**src/rtl/irq_controller_if.sv**
```systemverilog
// Signal bundle between the interrupt controller and its environment (pins, CSR write, fetch).
// The controller takes the slave modport; whoever drives the pins and fetch handshake takes master.
interface irq_controller_if #(
    parameter int N_IRQ    = 4,
    parameter int PC_WIDTH = 32
);
    localparam int ID_W = (N_IRQ > 1) ? $clog2(N_IRQ) : 1;

    logic [N_IRQ-1:0]    irq_in;
    logic                mask_we;
    logic [N_IRQ-1:0]    mask_wdata;
    logic                pipe_ready;
    logic                int_ack;
    logic                rti_done;
    logic                int_req;
    logic [PC_WIDTH-1:0] int_vec_addr;
    logic [ID_W-1:0]     int_id;
    logic [N_IRQ-1:0]    pending;
    logic [N_IRQ-1:0]    mask;
    logic                busy;

    modport master (
        output irq_in, mask_we, mask_wdata, pipe_ready, int_ack, rti_done,
        input  int_req, int_vec_addr, int_id, pending, mask, busy
    );

    modport slave (
        input  irq_in, mask_we, mask_wdata, pipe_ready, int_ack, rti_done,
        output int_req, int_vec_addr, int_id, pending, mask, busy
    );
endinterface

```
**src/rtl/irq_controller.sv**
```systemverilog
// Multi-line interrupt controller: edge latch, mask, fixed priority (index 0 highest), vectoring.
// Define IRQ_NESTING_EN to allow higher-priority preemption through an in-service ID stack.
module irq_controller #(
    parameter int                  N_IRQ      = 4,
    parameter int                  PC_WIDTH   = 32,
    parameter logic [PC_WIDTH-1:0] VEC_BASE   = 32'h2,
    parameter int                  VEC_STRIDE = 1,
    parameter int                  NEST_DEPTH = 2
) (
    input logic          clk,
    input logic          rst,
    irq_controller_if.slave bus
);
    localparam int ID_W = (N_IRQ > 1) ? $clog2(N_IRQ) : 1;

    typedef enum logic [1:0] {IDLE, REQ, SERVICE} state_t;

    state_t              state_q, state_d;
    logic [N_IRQ-1:0]    irq_q, pending_q, pending_d, mask_q, elig, clr_vec;
    logic [ID_W-1:0]     id_q, id_d, win_id;
    logic [PC_WIDTH-1:0] vec_q;
    logic                any_win, load_id;

    function automatic logic [PC_WIDTH-1:0] vec_of(input logic [ID_W-1:0] id);
        return VEC_BASE + PC_WIDTH'(id) * PC_WIDTH'(VEC_STRIDE);
    endfunction

    // A fresh edge in the ack cycle must survive the clear, so set is applied last.
    always_comb begin
        clr_vec   = (state_q == REQ && bus.int_ack) ? (N_IRQ'(1) << id_q) : '0;
        pending_d = (pending_q & ~clr_vec) | (bus.irq_in & ~irq_q);
        elig      = pending_q & ~mask_q;
        any_win   = |elig;
        win_id    = '0;
        for (int i = N_IRQ - 1; i >= 0; i--) begin
            if (elig[i]) win_id = ID_W'(i);
        end
    end

    always_ff @(posedge clk or negedge rst) begin
        if (!rst) begin
            irq_q     <= '0;
            pending_q <= '0;
            mask_q    <= '0;
        end else begin
            irq_q     <= bus.irq_in;
            pending_q <= pending_d;
            if (bus.mask_we) mask_q <= bus.mask_wdata;
        end
    end

`ifdef IRQ_NESTING_EN
    localparam int SP_W = $clog2(NEST_DEPTH + 1);

    logic [NEST_DEPTH-1:0][ID_W-1:0] stack_q;
    logic [SP_W-1:0]                 sp_q;
    logic [ID_W-1:0]                 stack_top;
    logic                            push, pop, stack_full;

    always_comb begin
        stack_full = (sp_q == SP_W'(NEST_DEPTH));
        stack_top  = '0;
        for (int k = 0; k < NEST_DEPTH; k++) begin
            if (SP_W'(k + 1) == sp_q) stack_top = stack_q[k];
        end
    end

    always_ff @(posedge clk or negedge rst) begin
        if (!rst) begin
            stack_q <= '0;
            sp_q    <= '0;
        end else if (push) begin
            for (int k = 0; k < NEST_DEPTH; k++) begin
                if (SP_W'(k) == sp_q) stack_q[k] <= id_q;
            end
            sp_q <= sp_q + SP_W'(1);
        end else if (pop) begin
            sp_q <= sp_q - SP_W'(1);
        end
    end
`endif

    always_comb begin
        state_d = state_q;
        load_id = 1'b0;
        id_d    = win_id;
`ifdef IRQ_NESTING_EN
        push    = 1'b0;
        pop     = 1'b0;
`endif
        case (state_q)
            IDLE: begin
                if (any_win && bus.pipe_ready) begin
                    state_d = REQ;
                    load_id = 1'b1;
                end
            end
            REQ: begin
                if (bus.int_ack) state_d = SERVICE;
            end
            SERVICE: begin
`ifdef IRQ_NESTING_EN
                // Retirement takes precedence over a preemption arriving in the same cycle.
                if (bus.rti_done) begin
                    if (sp_q != '0) begin
                        pop     = 1'b1;
                        load_id = 1'b1;
                        id_d    = stack_top;
                    end else begin
                        state_d = IDLE;
                    end
                end else if (any_win && (win_id < id_q) && bus.pipe_ready && !stack_full) begin
                    push    = 1'b1;
                    load_id = 1'b1;
                    state_d = REQ;
                end
`else
                if (bus.rti_done) state_d = IDLE;
`endif
            end
            default: state_d = IDLE;
        endcase
    end

    always_ff @(posedge clk or negedge rst) begin
        if (!rst) begin
            state_q <= IDLE;
            id_q    <= '0;
            vec_q   <= '0;
        end else begin
            state_q <= state_d;
            if (load_id) begin
                id_q  <= id_d;
                vec_q <= vec_of(id_d);
            end
        end
    end

    assign bus.int_req      = (state_q == REQ);
    assign bus.busy         = (state_q != IDLE);
    assign bus.int_id       = id_q;
    assign bus.int_vec_addr = vec_q;
    assign bus.pending      = pending_q;
    assign bus.mask         = mask_q;
endmodule
```
**src/flat_wrapper.sv**
```systemverilog
// flat-port wrapper written by rule: the top's interface ports become plain ports
module irq_controller_flat 
#(
    parameter int                  N_IRQ      = 4,
    parameter int                  PC_WIDTH   = 32,
    parameter logic [PC_WIDTH-1:0] VEC_BASE   = 32'h2,
    parameter int                  VEC_STRIDE = 1,
    parameter int                  NEST_DEPTH = 2
)
  (clk, rst, bus_irq_in, bus_mask_we, bus_mask_wdata, bus_pipe_ready, bus_int_ack, bus_rti_done, bus_int_req, bus_int_vec_addr, bus_int_id, bus_pending, bus_mask, bus_busy);
  irq_controller_if #(.N_IRQ(N_IRQ), .PC_WIDTH(PC_WIDTH)) bus_i ();
  input logic clk;
  input logic rst;
  input wire logic [$bits(bus_i.irq_in)-1:0] bus_irq_in;
  input wire logic [$bits(bus_i.mask_we)-1:0] bus_mask_we;
  input wire logic [$bits(bus_i.mask_wdata)-1:0] bus_mask_wdata;
  input wire logic [$bits(bus_i.pipe_ready)-1:0] bus_pipe_ready;
  input wire logic [$bits(bus_i.int_ack)-1:0] bus_int_ack;
  input wire logic [$bits(bus_i.rti_done)-1:0] bus_rti_done;
  output wire logic [$bits(bus_i.int_req)-1:0] bus_int_req;
  output wire logic [$bits(bus_i.int_vec_addr)-1:0] bus_int_vec_addr;
  output wire logic [$bits(bus_i.int_id)-1:0] bus_int_id;
  output wire logic [$bits(bus_i.pending)-1:0] bus_pending;
  output wire logic [$bits(bus_i.mask)-1:0] bus_mask;
  output wire logic [$bits(bus_i.busy)-1:0] bus_busy;
  assign bus_i.irq_in = bus_irq_in;
  assign bus_i.mask_we = bus_mask_we;
  assign bus_i.mask_wdata = bus_mask_wdata;
  assign bus_i.pipe_ready = bus_pipe_ready;
  assign bus_i.int_ack = bus_int_ack;
  assign bus_i.rti_done = bus_rti_done;
  assign bus_int_req = bus_i.int_req;
  assign bus_int_vec_addr = bus_i.int_vec_addr;
  assign bus_int_id = bus_i.int_id;
  assign bus_pending = bus_i.pending;
  assign bus_mask = bus_i.mask;
  assign bus_busy = bus_i.busy;
  irq_controller #(.N_IRQ(N_IRQ), .PC_WIDTH(PC_WIDTH), .VEC_BASE(VEC_BASE), .VEC_STRIDE(VEC_STRIDE), .NEST_DEPTH(NEST_DEPTH)) u_core (.clk(clk), .rst(rst), .bus(bus_i));
endmodule
```
**config.mk**
```make
export PLATFORM = sky130hd
export DESIGN_NAME = irq_controller_flat
export DESIGN_NICKNAME = d
export VERILOG_FILES = /design/src/rtl/irq_controller_if.sv /design/src/rtl/irq_controller.sv /design/src/flat_wrapper.sv
export SDC_FILE = /design/constraint.sdc
export NUM_CORES = 1
export LEC_CHECK = 0
export BUFFER_PORTS_ARGS = -buffer_cell sky130_fd_sc_hd__buf_2
export CELL_PAD_IN_SITES_DETAIL_PLACEMENT = 1
export CELL_PAD_IN_SITES_GLOBAL_PLACEMENT = 1
export CORE_ASPECT_RATIO = 1.5
export CORE_UTILIZATION = 30
export DETAILED_ROUTE_END_ITERATION = 7
export PLACE_DENSITY_LB_ADDON = 0.1
export SYNTH_ARGS = -nofsm -noshare
export SYNTH_HDL_FRONTEND = slang
export SYNTH_SLANG_ARGS = --single-unit
```
**constraint.sdc**
```tcl
create_clock -name clk -period 1.6 [get_ports clk]
set_input_delay 0.32 -clock clk [delete_from_list [all_inputs] [get_ports clk]]
set_output_delay 0.32 -clock clk [all_outputs]
set_load 0.05 [all_outputs]
```
# Word-level counts from Yosys, hierarchy flattened
# Index checks and enable logic that the tools add are counted.
[word_totals]
ff_bits = 48
latchBits = 0
ram_bits = 0
mem_bits_ro = 0
input_bits = 14
out_inout_bits = 44
elab_cells = 37
n_memories = 0
[op_classes]
n_addsub = 1
mul = 0
div = 0
n_lt_le_gt_ge = 0
eq_ne = 5
shifts = 1
muxes = 11
n_bitwise = 7
reduce_logical = 6
[op_table]
columns = ["cell", "n"]
rows = [
  ["$mux W2", 7],
  ["$and A4 B4 Y4", 3],
  ["$not A4 Y4", 3],
  ["$pmux W2 S3", 1],
  ["$mux W4", 1],
  ["$ne A2 B2 Y1 const B", 2],
  ["$or A4 B4 Y4", 1],
  ["$reduce_or A4 Y1", 1],
  ["$shl A1 B2 Y4 const A", 1],
  ["$add A2 B2 Y3 const A", 1],
  ["$reduce_and A3 Y1", 1],
  ["$eq A2 B1 Y1 const B", 1],
  ["$eq A2 B2 Y1 const B", 1],
  ["$logic_and A1 B1 Y1", 2],
  ["$logic_not A2 Y1", 1],
  ["$mux W1", 2],
  ["$ne A2 B1 Y1 const B", 1],
  ["$reduce_bool A2 Y1", 1],
]

# Logic depth before layout (Yosys ltp)
# Gate-level depths: netlist of run 1.
[logic_depth]
word_depth = 7
ltp_mapped = 5
mapped_depth_nobuf = 5

# Worst setup path before layout of run 1
# Ideal clock, no wire load.
[synth_timing]
path_type = "register to register"
start = "register u_core.mask_q[0], in the netlist u_core.bus.mask[0]"
end = "register u_core.id_q[0], in the netlist u_core.bus.int_id[0]"
setup_ps = 125
arrival_ps = 1394
required_time_ps = 1475
setup_slack_ps = 81
stages_incl_launch_ff = 4
n_path_buf = 0
cell_sequence = "dfrtp_1 o22ai_1 o31ai_2 mux2_4"
[synth_via]
elab_chain_len = 6
elab_cells_between_ends = 7
[synth_rtl]
columns = ["element", "line_no", "rtl"]
rows = [
  ["from (decl)", "irq_controller.sv:19", "logic [N_IRQ-1:0] irq_q, pending_q, pending_d, mask_q, elig, clr_vec;"],
  ["from (signal assigned)", "irq_controller.sv:48", "if (bus.mask_we) mask_q <= bus.mask_wdata;"],
  ["$not A4 Y4 *", "irq_controller.sv:32", "elig = pending_q & ~mask_q;"],
  ["$and A4 B4 Y4 *", "irq_controller.sv:32", ""],
  ["$reduce_or A4 Y1", "irq_controller.sv:33", "any_win = |elig;"],
  ["$logic_and A1 B1 Y1", "irq_controller.sv:93", "if (any_win && bus.pipe_ready) begin"],
  ["$mux W1", "irq_controller.sv:93", ""],
  ["$mux W1", "irq_controller.sv:91", "case (state_q)"],
  ["to (signal assigned)", "irq_controller.sv:133", "id_q <= id_d;"],
  ["to (decl)", "irq_controller.sv:20", "logic [ID_W-1:0] id_q, id_d, win_id;"],
]
# Every way passes the cells marked *; elsewhere a longest branch is shown, timed or not.
# A chain may end at the register's enable or synchronous reset.

# Final worst setup path of run 1
[layout_timing]
start = "register u_core.state_q[1]"
end = "output port bus_int_req"
[layout_via]
elab_chain_len = 1
[layout_rtl]
columns = ["element", "line_no", "rtl"]
rows = [
  ["from (decl)", "irq_controller.sv:18", "state_t state_q, state_d;"],
  ["from (signal assigned)", "irq_controller.sv:131", "state_q <= state_d;"],
  ["$eq A2 B1 Y1", "irq_controller.sv:139", "assign bus.int_req = (state_q == REQ);"],
  ["to (decl)", "flat_wrapper.sv:20", "output wire logic [$bits(bus_i.int_req)-1:0] bus_int_req;"],
]
# No other way between the ends.

==> results of run 1 <==
==> layout make-up <==
cell class | count | area share [%]
inverter | 11 | 3.855
sequential | 17 | 39.72
multi-input combinational | 61 | 33.64
clock buffer | 4 | 4.206
tap | 39 | 4.556
timing repair buffer | 29 | 14.02
==> synth_stat cells <==
master	count
inv_1	11
nand3_1	1
nor2b_4	1
and3b_2	1
nor3_1	1
nor2_8	1
buf_4	31
o31ai_1	1
nand2_1	3
nor2_1	1
o32ai_1	1
o21ai_0	4
conb_1	1
dfrtp_1	17
nand2b_1	2
or2_4	1
o21ai_1	1
o31ai_2	1
mux2_2	4
o22ai_1	3
mux2_4	1
o21a_1	3
and3_1	1
==> through the flow <==
step           util, %  hold slack [ns]  cell area [um^2]
2_1_floorplan        -          0.02441              1060
4_1_cts          36.03           0.1809              1071
6_report         36.03           0.1865              1071
3_3_place_gp     34.18           0.2724              1016
5_1_grt          36.03           0.1862              1071
3_5_place_dp     34.18           0.2685              1016
==> cell families (layout without fill, tap and decap cells) <==
group / count (synthesis) / in the layout / share of synthesized area, %
flops: 17 / 17 / 44.56
buf+inv: 42 / 44 / 28.70
compound gates: 14 / 14 / 9.961
other cells: 1 / 29 / 0.3928
mux: 5 / 5 / 6.290
simple gates: 13 / 13 / 10.09
==> power by group through the flow <==
stage / registers [W] / logic [W] / clock network [W]
6_report: 0.000650 / 0.00115 / 0.000324
5_1_grt: 0.000669 / 0.00123 / 0.000347
4_1_cts: 0.000654 / 0.00116 / 0.000331
3_5_place_dp: 0.000661 / 0.00115 / 0
3_3_place_gp: 0.000656 / 0.00115 / 0
2_1_floorplan: 0.000922 / 0.000730 / 0
==> flip-flops by register name, indices dropped and copies added (netlist names) <==
name and cells:
u_core.bus.mask 4, u_core.bus.pending 4, u_core.irq_q 4, u_core.bus.int_id 2, u_core.state_q 2, u_core.bus.int_vec_addr 1
==> worst max-delay path, delay by kind of cell (launching register included) <==
kind | cells | cell delay, ns
simple gates | 1 | 0.17
flops | 1 | 0.40
buf+inv | 2 | 0.35
==> what timing repair did <==
| action | CTS | global route |
|---|---|---|
| hold buffers | 1 | 0 |
| setup endpoints to repair | 0 | 0 |
| hold endpoints to repair | 8 | 0 |
==> routing by layer <==
layer | track usage, % | vias up
li1 | - | 297
met1 | 15.28 | 308
met2 | 21.02 | 31
met3 | 2.551 | 4
met4 | 4.938 | 0
met5 | 0 | -
==> path summary, 6_finish.rpt <==
path                                                 start                          endpoint  slack [ns]  cells past startpoint
max                          u_core.state_q[1]$_DFFE_PN0P_                       bus_int_req        0.10                      3
min                                          bus_irq_in[2]         u_core.irq_q[2]$_DFF_PN0_        0.19                      1
max reg2reg                u_core.bus.pending[1]$_DFF_PN0_  u_core.bus.int_id[0]$_DFFE_PN0P_        0.28                      4
min reg2reg                      u_core.irq_q[2]$_DFF_PN0_   u_core.bus.pending[2]$_DFF_PN0_        0.41                      1
max in group asynchronous                              rst     u_core.state_q[0]$_DFFE_PN0P_        0.80                      2
min in group asynchronous                              rst    u_core.bus.mask[3]$_DFFE_PN0P_        0.52                      2
==> impl_metrics.py, run 1 <==
metrics = {
    "finish": {
        "final_common_cell": "conb_1",
        "fill_cells": 380,
        "regArea_um2": 425.4,
        "layout-drive-gt1-share_pct": 33.61,
        "multiInputGateArea_um2": 360.3,
        "nNetsFinal": 137,
        "diodes": 0,
        "layout-area-overhead-vs-synth_pct": 12.19,
        "mostFrequentLayoutCells": "conb_1, buf_2, dfrtp_1",
        "final_cells": 161,
    },
    "yosys": {
        "synth_top_area_share_pct": 44.56,
        "synth_cell_types": 23,
        "synth_seq_cells": 17,
        "yosysSeqAreaShare_pct": 44.56,
        "synthTopCellsByArea": "dfrtp_1, buf_4, mux2_2",
        "syn_inst": 92,
        "postSynthAreaPerCell_um2": 10.38,
        "synth_area_um2": 954.7,
        "yosysWarnings": 0,
        "yosys.area.top_type": "dfrtp_1",
    },
    "hold_path": {
        "hold_class": "input port to flop",
    },
    "global_routing": {
        "grt_pass1_vias": 636,
        "grtUsageTotal_pct": 12.67,
        "grt_pass1_wl_mm": 3.056,
        "antenna_found_initial": 0,
        "gr-total-overflow": 0,
        "grt_max_degree": 18,
    },
    "worst_setup_path": {
        "cpMaxStageDelayCell": "dfrtp_1",
        "arrival_ns": 1.18,
        "start_kind": "flop",
        "max_stage_delay_ns": 0.40,
        "endpoint_kind": "output port",
        "crit_chain": "nand2b_1 -> inv_1 -> buf_2",
        "worst-path-max-fanout": 4,
        "path_class": "flop to output port",
        "crit_required_ns": 1.28,
    },
    "pwr": {
        "switching_share_pct": 53.43,
        "powerDensity_nw_per_um2": 1985,
        "clockPowerShare_pct": 15.2,
        "p_leak_nw": 0.5942,
        "power.total_w": 0.002126,
        "seq_power_share_pct": 30.6,
        "intPower_w": 0.0009903,
        "peakVddDrop_uv": 647.4,
        "pwr-share-comb_pct": 54.2,
        "p_sw_w": 0.001136,
    },
    "die": {
        "ios": 58,
        "start_util_pct": 32.11,
        "die-area_um2": 3417,
        "rows": 24,
        "chipHeight_um": 71.09,
        "coreArea_um2": 2973,
        "die_x_um": 48.06,
    },
    "routing": {
        "wl_met3_um": 102,
        "ant_nets": 0,
        "vias": 640,
        "wl_met1_um": 728,
        "drt_wl_total_mm": 1.912,
        "drc": 0,
        "top_layer": "met4",
        "drt_iter0_drc": 1,
        "detail_route.wl_per_cell_um": 11.88,
        "first_pass_iters": 2,
        "viasPerCell": 3.975,
        "wl_met2_mm": 1.041,
    },
    "place": {
        "port_buffers": 28,
        "dpl.hpwl_mm": 1.517,
        "finalWeightedCongestion": 0.6723,
        "placed_cells": 156,
        "place_worst_setup_slack_ns": 0.2969,
    },
    "clock_tree": {
        "clockBufferDepth": 2,
        "cts_root_buffer": "clkbuf_8",
        "cts_resized": 0,
        "htreeDepth": 1,
        "cts_tree": "done",
        "cts_buffers": 3,
        "cts_sinks": 17,
        "post_cts_buffers": 0,
        "cts.reportedPaths.clkPinSlew_ns": 0.07,
        "clkLatencyLatePin_ns": 0.25,
    },
    "sta": {
        "fin_crit_ns": 1.496,
        "finalCritPeriodShare_pct": 93.48,
        "final_hold_viol_count": 0,
        "setup_viol": 0,
        "rsz0062_at_grt": "false",
        "max_freq_mhz": 668.6,
        "clock_skew_ns": 0.0006129,
        "fin_ws_ns": 0.1042,
        "final.setup.tns_ns": 0,
        "drv_slew": 0,
    },
    "flow_run": {
        "maxCapViolCount": 0,
    },
    "status": {
        "outcome": "finished clean",
    },
}
(Power assumes the default switching activity.)
==> run 2: changes to the inputs <==
- ABC_AREA: not set -> 1
- CORE_MARGIN: not set -> 10
- CORE_UTILIZATION: 30 -> 29
==> run 2 against run 1 <==
Maximum frequency rose by 5.2%. Cell count grew 14%. Utilization decreased by 1.8 points. Sequential share of layout area fell by 0.77 points. Via count grew 6.9%. Sequential power is 3% lower. Routed wire length rose by 19%. Global-route usage down 5.3 points. Synthesized area increased by 2.0%. First-iteration DRC count grew to 25 times the previous value. Clock skew is 0.0029 ns higher. Critical endpoint unchanged. Cell area rose by 2.0%.
==> impl_metrics.py, run 2 <==
metrics = {
    "die": {
        "ios": 58,
        "die-area_um2": 6122,
        "start_util_pct": 30.51,
        "die_x_um": 67.31,
        "coreArea_um2": 3191,
        "rows": 25,
        "chipHeight_um": 90.96,
    },
    "worst_setup_path": {
        "worst-path-max-fanout": 4,
        "start_kind": "flop",
        "crit_required_ns": 1.28,
        "r2r_slack_ns": 0.52,
        "max_stage_delay_ns": 0.39,
        "cp_top_family": "flip-flops",
        "cp_num_buf_inv": 3,
        "ff2ff_path_depth": 6,
        "r2r_start": "u_core.state_q[1]$_DFFE_PN0P_",
        "arrival_ns": 1.10,
        "crit_chain": "inv_2 -> nand2_2 -> inv_1 -> buf_2",
        "path_class": "flop to output port",
        "endpoint_kind": "output port",
        "cpMaxStageDelayCell": "dfrtp_1",
        "reg2reg_to": "u_core.bus.pending[1]$_DFF_PN0_",
    },
    "clock_tree": {
        "clkLatencyLatePin_ns": 0.25,
        "cts_root_buffer": "clkbuf_8",
        "holdBufCountCts": 1,
        "clockBufferDepth": 2,
        "cts_resized": 0,
        "cts_tree": "done",
        "cts_buffers": 3,
        "cts.reportedPaths.clkPinSlew_ns": 0.07,
        "post_cts_buffers": 0,
        "htreeDepth": 1,
        "cts_sinks": 17,
    },
    "routing": {
        "drc": 0,
        "first_pass_iters": 2,
        "ant_nets": 0,
        "drt_iter0_drc": 25,
        "detail_route.wl_per_cell_um": 12.48,
        "drt_wl_total_mm": 2.284,
        "viasPerCell": 3.738,
        "vias": 684,
    },
    "global_routing": {
        "antenna_found_initial": 0,
        "grt_pass1_wl_mm": 3.539,
        "gr-total-overflow": 0,
        "grt_pass1_vias": 770,
        "grt_max_degree": 18,
        "grtUsageTotal_pct": 7.419,
    },
    "yosys": {
        "synth_ff_type": "dfrtp_1",
        "synth_async_sr_flop_share_pct": 100.0,
        "post-synth-top-count-cell": "buf_4",
        "synth_seq_cells": 17,
        "synth_common_cells": "buf_4, nand2_1, dfrtp_1, inv_1",
        "yosysWarnings": 0,
        "yosysSeqAreaShare_pct": 43.70,
        "postSynthAreaPerCell_um2": 8.614,
        "synth_top_area_share_pct": 43.70,
        "synth_area_um2": 973.4,
        "syn_inst": 113,
        "synth_cell_types": 19,
        "synth-edff-count": 0,
        "synthTopCellsByArea": "dfrtp_1, buf_4, nand2_1",
        "yosys.area.top_type": "dfrtp_1",
    },
    "finish": {
        "fill_cells": 429,
        "layout-area-overhead-vs-synth_pct": 12.21,
        "mostFrequentLayoutCells": "conb_1, buf_2, nand2_1",
        "layout-drive-gt1-share_pct": 29.37,
        "final_cells": 183,
        "regArea_um2": 425.4,
        "nNetsFinal": 158,
        "diodes": 0,
        "multiInputGateArea_um2": 354.1,
        "final_common_cell": "conb_1",
    },
    "flow_run": {
        "maxCapViolCount": 0,
    },
    "sta": {
        "clock_skew_ns": 0.003511,
        "final_hold_viol_count": 0,
        "max_freq_mhz": 703.1,
        "drv_slew": 0,
        "setup_viol": 0,
        "finalCritPeriodShare_pct": 88.89,
        "rsz0062_at_grt": "false",
        "final.setup.tns_ns": 0,
        "fin_crit_ns": 1.422,
    },
    "place": {
        "placed_cells": 178,
        "finalWeightedCongestion": 0.7255,
        "port_buffers": 28,
        "dpl.hpwl_mm": 1.990,
    },
    "pwr": {
        "peakVddDrop_uv": 670.7,
        "power.total_w": 0.002135,
        "powerDensity_nw_per_um2": 1955,
        "p_leak_nw": 0.6360,
    },
    "hold_path": {
        "whs_endpoint": "u_core.irq_q[0]$_DFF_PN0_",
        "hold_path.startpoint": "bus_irq_in[0]",
        "min_path_cells": 1,
        "hold_class": "input port to flop",
    },
    "status": {
        "outcome": "finished clean",
    },
}
[run 2: area by class of cell]
cell class,count,area share (%)
repair buffers,29,13.75
clock buffers,3,3.780
clock inverters,1,0.4582
multi-input cells,76,32.42
well taps,40,4.582
flip-flops and latches,17,38.95
inverters,17,6.071
[run 2: worst register-to-register path: cells and delay by family (launching register included)]
kind,cells,cell delay (ns)
flip-flops,1,0.39
AND/OR/NAND/NOR,4,0.36
AO/OA/AOI/OAI,1,0.14
buffers and inverters,1,0.09
[run 2: per-stage QoR]
stage	util [%]	worst slack [ns]	area, um^2	hold slack [ns]
after global placement	32.47	0.4580	1036	0.2724
after global routing	34.24	0.09184	1092	0.1743
after CTS	34.24	0.1628	1092	0.1793
final	34.24	0.1777	1092	0.1869
after floorplan	-	0.3410	1079	0.02441
after detailed placement	32.47	0.4388	1036	0.2712
[run 2: per-layer routing]
layer / vias up / wire length, um / track usage, %
met5: - / 0 / 0
met4: 0 / 63 / 5.155
met3: 5 / 216 / 2.214
met2: 35 / 1156 / 12.78
met1: 306 / 847 / 7.153
li1: 338 / - / -
[run 2: logic make-up after synthesis]
logic type,share of synthesized area [%]
AO/OA/AOI/OAI,6.813
buffers and inverters,30.72
flip-flops,43.70
other,0.3852
AND/OR/NAND/NOR,18.38
[run 2: report_power, final]
part / switching [W] / total, W / internal, W
Clock: 0.000143 / 0.000316 / 0.000173
Sequential: 0.0000887 / 0.000631 / 0.000543
Combinational: 0.000951 / 0.00119 / 0.000238
Total: 0.00118 / 0.00214 / 0.000953
[run 2: how the worst max path moves through the flow]
stage	startpoint	end	slack, ns	depth (start not counted)
after CTS	u_core.state_q[1]$_DFFE_PN0P_	bus_int_req	0.16	4
final	u_core.state_q[1]$_DFFE_PN0P_	bus_int_req	0.18	4
after floorplan	u_core.bus.int_id[0]$_DFFE_PN0P_	bus_int_vec_addr[0]	0.34	1
after global routing	u_core.state_q[1]$_DFFE_PN0P_	bus_int_req	0.09	4
after detailed placement	u_core.state_q[1]$_DFFE_PN0P_	bus_int_req	0.44	4
after global placement	u_core.state_q[1]$_DFFE_PN0P_	bus_int_req	0.46	4
